## config.mk

```make
export PLATFORM = sky130hd
export DESIGN_NAME = ssg_scan_display
export DESIGN_NICKNAME = d
export VERILOG_FILES = /design/src/rtl/ssg_scan_display.sv
export SDC_FILE = /design/constraint.sdc
export NUM_CORES = 1
export LEC_CHECK = 0
export ABC_AREA = 1
export BUFFER_PORTS_ARGS = -buffer_cell sky130_fd_sc_hd__buf_2
export CAP_MARGIN = 25
export CORE_MARGIN = 4
export CORE_UTILIZATION = 30
export DETAILED_ROUTE_END_ITERATION = 6
export PLACE_DENSITY = 0.58
export SYNTH_ARGS = -nofsm -noshare
export SYNTH_HDL_FRONTEND = slang
export SYNTH_SLANG_ARGS = --single-unit
```

## constraint.sdc

```tcl
create_clock -name clock_50Mhz -period 4.6 [get_ports clock_50Mhz]
set_input_delay 0.23 -clock clock_50Mhz [delete_from_list [all_inputs] [get_ports clock_50Mhz]]
set_output_delay 0.23 -clock clock_50Mhz [all_outputs]
set_load 0.05 [all_outputs]
```

## src/rtl/ssg_scan_display.sv

```systemverilog
// Multiplexed seven-segment driver with an IDLE/SHIFT/DONE binary-to-BCD converter.
// The converter stages its result so the scanned digits only ever change as a whole.
module ssg_scan_display #(
   parameter int unsigned DATA_WIDTH  = 14,
   parameter int unsigned N_DIGITS    = 4,
   parameter int unsigned REFRESH_DIV = 131072
) (
   input  logic                  clock_50Mhz,
   input  logic                  reset,
   input  logic [DATA_WIDTH-1:0] data_in,
   input  logic                  load_valid,
   output logic                  load_ready,
   input  logic                  hex_mode,
   input  logic                  blank_lz,
   input  logic [N_DIGITS-1:0]   dp_mask,
   output logic [7:0]            seg_out,
   output logic [N_DIGITS-1:0]   anode_out,
   output logic                  overflow
);

   function automatic logic [63:0] ipow(input int unsigned b, input int unsigned e);
      logic [63:0] r;
      r = 64'd1;
      for (int unsigned i = 0; i < e; i++) r = r * 64'(b);
      return r;
   endfunction

   function automatic logic [6:0] glyph(input logic [3:0] v);
      logic [6:0] g;
      case (v)
         4'h0: g = 7'b0000001;
         4'h1: g = 7'b1001111;
         4'h2: g = 7'b0010010;
         4'h3: g = 7'b0000110;
         4'h4: g = 7'b1001100;
         4'h5: g = 7'b0100100;
         4'h6: g = 7'b0100000;
         4'h7: g = 7'b0001111;
         4'h8: g = 7'b0000000;
         4'h9: g = 7'b0000100;
         4'hA: g = 7'b0001000;
         4'hB: g = 7'b1100000;
         4'hC: g = 7'b0110001;
         4'hD: g = 7'b1000010;
         4'hE: g = 7'b0110000;
         default: g = 7'b0111000;
      endcase
      return g;
   endfunction

   localparam int unsigned BW  = 4 * N_DIGITS;
   localparam int unsigned CW  = (DATA_WIDTH > 1) ? $clog2(DATA_WIDTH) : 1;
   localparam int unsigned PW  = (REFRESH_DIV > 1) ? $clog2(REFRESH_DIV) : 1;
   localparam int unsigned PSW = (N_DIGITS > 1) ? $clog2(N_DIGITS) : 1;
   localparam logic [63:0] DEC_LIM = ipow(10, N_DIGITS);
   localparam logic [63:0] HEX_LIM = ipow(16, N_DIGITS);
   localparam logic [CW-1:0]  CNT_LAST  = CW'(DATA_WIDTH - 1);
   localparam logic [PW-1:0]  PRESC_TC  = PW'(REFRESH_DIV - 1);
   localparam logic [PSW-1:0] POS_TOP   = PSW'(N_DIGITS - 1);
   localparam logic [N_DIGITS-1:0] ANODE_RST = ~(N_DIGITS'(1) << POS_TOP);

   typedef enum logic [1:0] {IDLE, SHIFT, DONE} state_t;

   state_t                state_q, state_d;
   logic [BW-1:0]         bcd_q, bcd_d;
   logic [DATA_WIDTH-1:0] bin_q, bin_d;
   logic [CW-1:0]         cnt_q, cnt_d;
   logic                  ovf_stage_q, ovf_stage_d;
   logic                  blank_stage_q, blank_stage_d;
   logic [BW-1:0]         digits_q, digits_d;
   logic                  blank_q, blank_d;
   logic                  ovf_q, ovf_d;
   logic [PW-1:0]         presc_q, presc_d;
   logic [PSW-1:0]        pos_q, pos_d;
   logic [7:0]            seg_q, seg_d;
   logic [N_DIGITS-1:0]   anode_q, anode_d;

   logic                       ovf_acc;
   logic [BW-1:0]              hex_val;
   logic [BW-1:0]              adj;
   logic [BW+DATA_WIDTH-1:0]   shifted;
   logic [3:0]                 nib;
   logic                       zero_run;
   logic [N_DIGITS-1:0]        lz;

   // Converter: hex and overflowed values bypass double-dabble and go straight to DONE.
   always_comb begin
      state_d       = state_q;
      bcd_d         = bcd_q;
      bin_d         = bin_q;
      cnt_d         = cnt_q;
      ovf_stage_d   = ovf_stage_q;
      blank_stage_d = blank_stage_q;
      digits_d      = digits_q;
      blank_d       = blank_q;
      ovf_d         = ovf_q;
      nib           = '0;
      adj           = '0;
      ovf_acc = hex_mode ? (64'(data_in) >= HEX_LIM) : (64'(data_in) >= DEC_LIM);
      hex_val = BW'(data_in);
      for (int unsigned j = 0; j < N_DIGITS; j++) begin
         nib = bcd_q[j*4 +: 4];
         adj[j*4 +: 4] = (nib >= 4'd5) ? nib + 4'd3 : nib;
      end
      shifted = {adj, bin_q} << 1;
      case (state_q)
         IDLE: begin
            if (load_valid) begin
               ovf_stage_d   = ovf_acc;
               blank_stage_d = blank_lz;
               if (hex_mode || ovf_acc) begin
                  bcd_d   = hex_val;
                  state_d = DONE;
               end else begin
                  bcd_d   = '0;
                  bin_d   = data_in;
                  cnt_d   = '0;
                  state_d = SHIFT;
               end
            end
         end
         SHIFT: begin
            bcd_d = shifted[BW+DATA_WIDTH-1:DATA_WIDTH];
            bin_d = shifted[DATA_WIDTH-1:0];
            cnt_d = cnt_q + CW'(1);
            if (cnt_q == CNT_LAST) state_d = DONE;
         end
         DONE: begin
            digits_d = bcd_q;
            blank_d  = blank_stage_q;
            ovf_d    = ovf_stage_q;
            state_d  = IDLE;
         end
         default: state_d = IDLE;
      endcase
   end

   // Output registers are fed from the next position so anodes move on the scan-step edge.
   always_comb begin
      presc_d  = presc_q + PW'(1);
      pos_d    = pos_q;
      zero_run = 1'b1;
      lz       = '0;
      if (presc_q == PRESC_TC) begin
         presc_d = '0;
         pos_d   = (pos_q == '0) ? POS_TOP : pos_q - PSW'(1);
      end
      for (int unsigned j = 0; j < N_DIGITS; j++) begin
         zero_run = zero_run & (digits_q[(N_DIGITS-1-j)*4 +: 4] == 4'd0);
         lz[N_DIGITS-1-j] = zero_run;
      end
      lz[0] = 1'b0;
      if (ovf_q)
         seg_d[6:0] = 7'b1111110;
      else if (blank_q && lz[pos_d])
         seg_d[6:0] = 7'b1111111;
      else
         seg_d[6:0] = glyph(digits_q[pos_d*4 +: 4]);
      seg_d[7] = ~dp_mask[pos_d];
      anode_d  = ~(N_DIGITS'(1) << pos_d);
   end

   always_ff @(posedge clock_50Mhz) begin
      if (reset) begin
         state_q       <= IDLE;
         bcd_q         <= '0;
         bin_q         <= '0;
         cnt_q         <= '0;
         ovf_stage_q   <= 1'b0;
         blank_stage_q <= 1'b0;
         digits_q      <= '0;
         blank_q       <= 1'b0;
         ovf_q         <= 1'b0;
         presc_q       <= '0;
         pos_q         <= POS_TOP;
         seg_q         <= 8'b1000_0001;
         anode_q       <= ANODE_RST;
      end else begin
         state_q       <= state_d;
         bcd_q         <= bcd_d;
         bin_q         <= bin_d;
         cnt_q         <= cnt_d;
         ovf_stage_q   <= ovf_stage_d;
         blank_stage_q <= blank_stage_d;
         digits_q      <= digits_d;
         blank_q       <= blank_d;
         ovf_q         <= ovf_d;
         presc_q       <= presc_d;
         pos_q         <= pos_d;
         seg_q         <= seg_d;
         anode_q       <= anode_d;
      end
   end

   assign load_ready = (state_q == IDLE);
   assign seg_out    = seg_q;
   assign anode_out  = anode_q;
   assign overflow   = ovf_q;

endmodule

```

==> impl_metrics.yaml <==
clock_network:
  cts_tree: "yes"
  post-cts-setup-buffers: 0
  clk_latency_ns: 0.35
  cts.sinks: 87
  hold_buffers: 0
  clkTransAtPathRegs_ns: 0.06
  cts_root_buffer: "clkbuf_16"
  cts_buffers: 9
  htree_levels: 3
  ctsLongestPathBuffers: 2
  cts_resized: 0
timing:
  fin_skew_ns: 0.00919
  final_hold_viol_count: 0
  worst_slew_pin_slew_ns: 0.595
  layout_setup_ws_ns: 1.19
  maxSlewViolCount: 0
  final.min_clock_period_ns: 3.41
  fin_setup_tns_ns: 0
  rsz0062_at_grt: "false"
  fmax_mhz: 293
  slew_headroom_pct: 60.2
  min_period_over_period_pct: 74.2
  setup_violations: 0
logic_synthesis:
  yosysTopAreaCell: "dfxtp_1"
  yosysTopAreaCellShare_pct: 39.1
  synth_seq_cells: 87
  synthCells: 630
  syn_avg_cell_area_um2: 7.07
  yosys_warnings: 0
  ys_types: 37
  synth_area_leaders: "dfxtp_1 (39%), nand2_1 (11%), a21oi_1 (7.1%), o21ai_0 (6.6%), nor2_1 (5.8%)"
  syn_area_um2: 4460
  syn_nets: 672
  ys_seq_area_share_pct: 39.1
finish:
  drive_gt1_share_pct: 12.7
  syn_to_final_growth_pct: 13.3
  n_antenna_cell: 0
  nets: 700
  final_util_pct: 34.7
route:
  vias: 3976
  vias_per_cell: 4.70
  wirelength_mm: 10.2
  drtAntennaViolNets: 0
  wl_per_cell_um: 12.0
  detail_route.iter0.violations: 254
  firstDrtPassIters: 5
  drc: 0
die:
  die_h_um: 130
  num_rows: 44
  design.core.area_um2: 14500
  die_w_um: 130
  initial_utilization_pct: 30.7
  die-area_um2: 16900
  ioPinCount: 37
critical_path:
  cp_slowest_cell: "ha_1"
  cp-end-kind: "flip-flop"
  worstPathArrival_ns: 3.65
  slowest_delay_ns: 0.38
  crit_type: "reg -> reg"
  cp_data_required_time_ns: 4.84
  cp_max_fo: 17
  cp-start-kind: "flip-flop"
  crit_path_frequent_cell: "nand2_1"
  path_cells: "ha_1 -> nand2_1 -> nor2_1 -> nand2_1 -> nor2_1 -> and3_1 -> nand2_1 -> nor3_1 -> ha_1 -> inv_2 -> nand2_4 -> nand2_8 -> nand2_1 -> nand3_1 -> nand2_1 -> inv_1 -> ha_1 -> nand3_1 -> nand2_1 -> nand2_1 -> nand3_1 -> nand2_1 -> inv_1"
hold_path:
  min_path_type: "in -> reg"
power_and_ir_drop:
  power_density_nw_per_um2: 387
  switching_share_pct: 31.8
  ir_drop_v: 0.000185
  leakagePower_uw: 0.00222
  seqPwrFrac_pct: 44.5
  power_uw: 1950
  p_comb_share_pct: 21.1
  switchingPower_uw: 621
  clockPowerShare_pct: 34.4
  cell_internal_pwr_uw: 1330
global_route:
  grt_overflow: 0
  grt_pass1_wl_mm: 17.3
  grt_usage_pct: 12.7
  grt_max_degree: 51
  antenna_found_initial: 0
  first_global_vias: 3605
place:
  pre_cts_ws_ns: 1.22
  numPortBuffers: 36
  gp_congestion: 0.803
  dp_hpwl_mm: 7.13
flow_run:
  cap_violations: 0
run_status:
  outcome: "finished clean"
==> cells in the mapped netlist, drive strengths merged <==
cell type and count:
o21a 2, a31o 1, o21ai 62, inv 70, ha 19, nor2 71
xor2 5, buf 9, nand3 44, o22ai 1, nor3b 1, nand4 4
clkbuf 13, nor3 6, nand3b 3, and3 1, xnor2 1, dfxtp 87
or2 7, o311ai 1, nand2 143, a31oi 7, o2111ai 1, a21oi 63
o211ai 8
==> routing by layer <==
layer	part of all wire [%]	up-vias	global-route usage, %
li1	-	2119	-
met5	0	-	0
met1	50	1780	17.2
met3	4.6	9	3.27
met2	44	68	19.5
met4	0.95	0	4.58
==> registers in the layout, indices dropped and copies added (netlist names) <==
name	cells
ovf_stage_q	1
blank_stage_q	1
cnt_q	4
presc_q	17
state_q	2
anode_out	4
blank_q	1
overflow	1
seg_out	8
bin_q	14
bcd_q	16
pos_q	2
digits_q	16
==> cell type report <==
class / count / area [um2]
inverters: 70 / 263
clock inverters: 3 / 20.0
clock buffers: 12 / 246
multi-input cells: 451 / 2340
repair buffers: 39 / 210
well taps: 184 / 230
flip-flops and latches: 87 / 1740
fillers: 1578 / 9490
==> cells by family after synthesis <==
logic type | count (synthesis) | share of synthesized area, %
simple gates | 280 | 28.2
flops | 87 | 39.1
fa+ha+maj | 19 | 5.33
compound gates | 146 | 17.7
buf+inv | 92 | 8.56
xor+xnor | 6 | 1.18
==> power groups by stage <==
| stage | logic (uW) | registers [uW] | clock network [uW] |
|---|---|---|---|
| after floorplan | 275 | 918 | 0 |
| after detailed placement | 406 | 885 | 0 |
| after global routing | 471 | 878 | 724 |
| final | 411 | 869 | 672 |
| after global placement | 407 | 885 | 0 |
| after CTS | 408 | 869 | 699 |
==> path summary, 6_finish.rpt <==
kind                   start             to  slack [ns]  cells past startpoint
hold / removal      blank_lz  blank_stage_q        0.14                      3
hold reg to reg   presc_q[0]     presc_q[0]        0.45                      1
setup reg to reg  presc_q[0]     seg_out[3]        1.19                     23
setup / recovery  presc_q[0]     seg_out[3]        1.19                     23
==> critical path: cells and delay by family (launching register included) <==
kind | cells | cell delay, ns
buffers and inverters | 3 | 0.21
flip-flops | 1 | 0.35
AND/OR/NAND/NOR | 17 | 1.93
adder cells (fa/ha/maj) | 3 | 0.82
==> per-stage QoR <==
stage | std cells | hold slack (ns) | area (um2)
finish | 846 | 0.142 | 5050
global route | 846 | 0.140 | 5050
CTS | 845 | 0.126 | 5030
detailed placement | 830 | 0.441 | 4770
global placement | 830 | 0.435 | 4770
floorplan | 630 | 0.391 | 4460
==> cells in the final DEF (no fill, tap or decap), types with 8 or more instances in the layout <==
cell type | netlist | layout
clkbuf_16 | 0 | 9
inv_1 | 64 | 64
nor2_1 | 69 | 68
ha_1 | 19 | 19
a21oi_1 | 63 | 63
o211ai_1 | 8 | 8
o21ai_0 | 59 | 59
nand2_1 | 133 | 133
dfxtp_1 | 87 | 87
buf_2 | 5 | 36
nand3_1 | 40 | 40
Note: power is estimated with default switching activity, not from simulation.
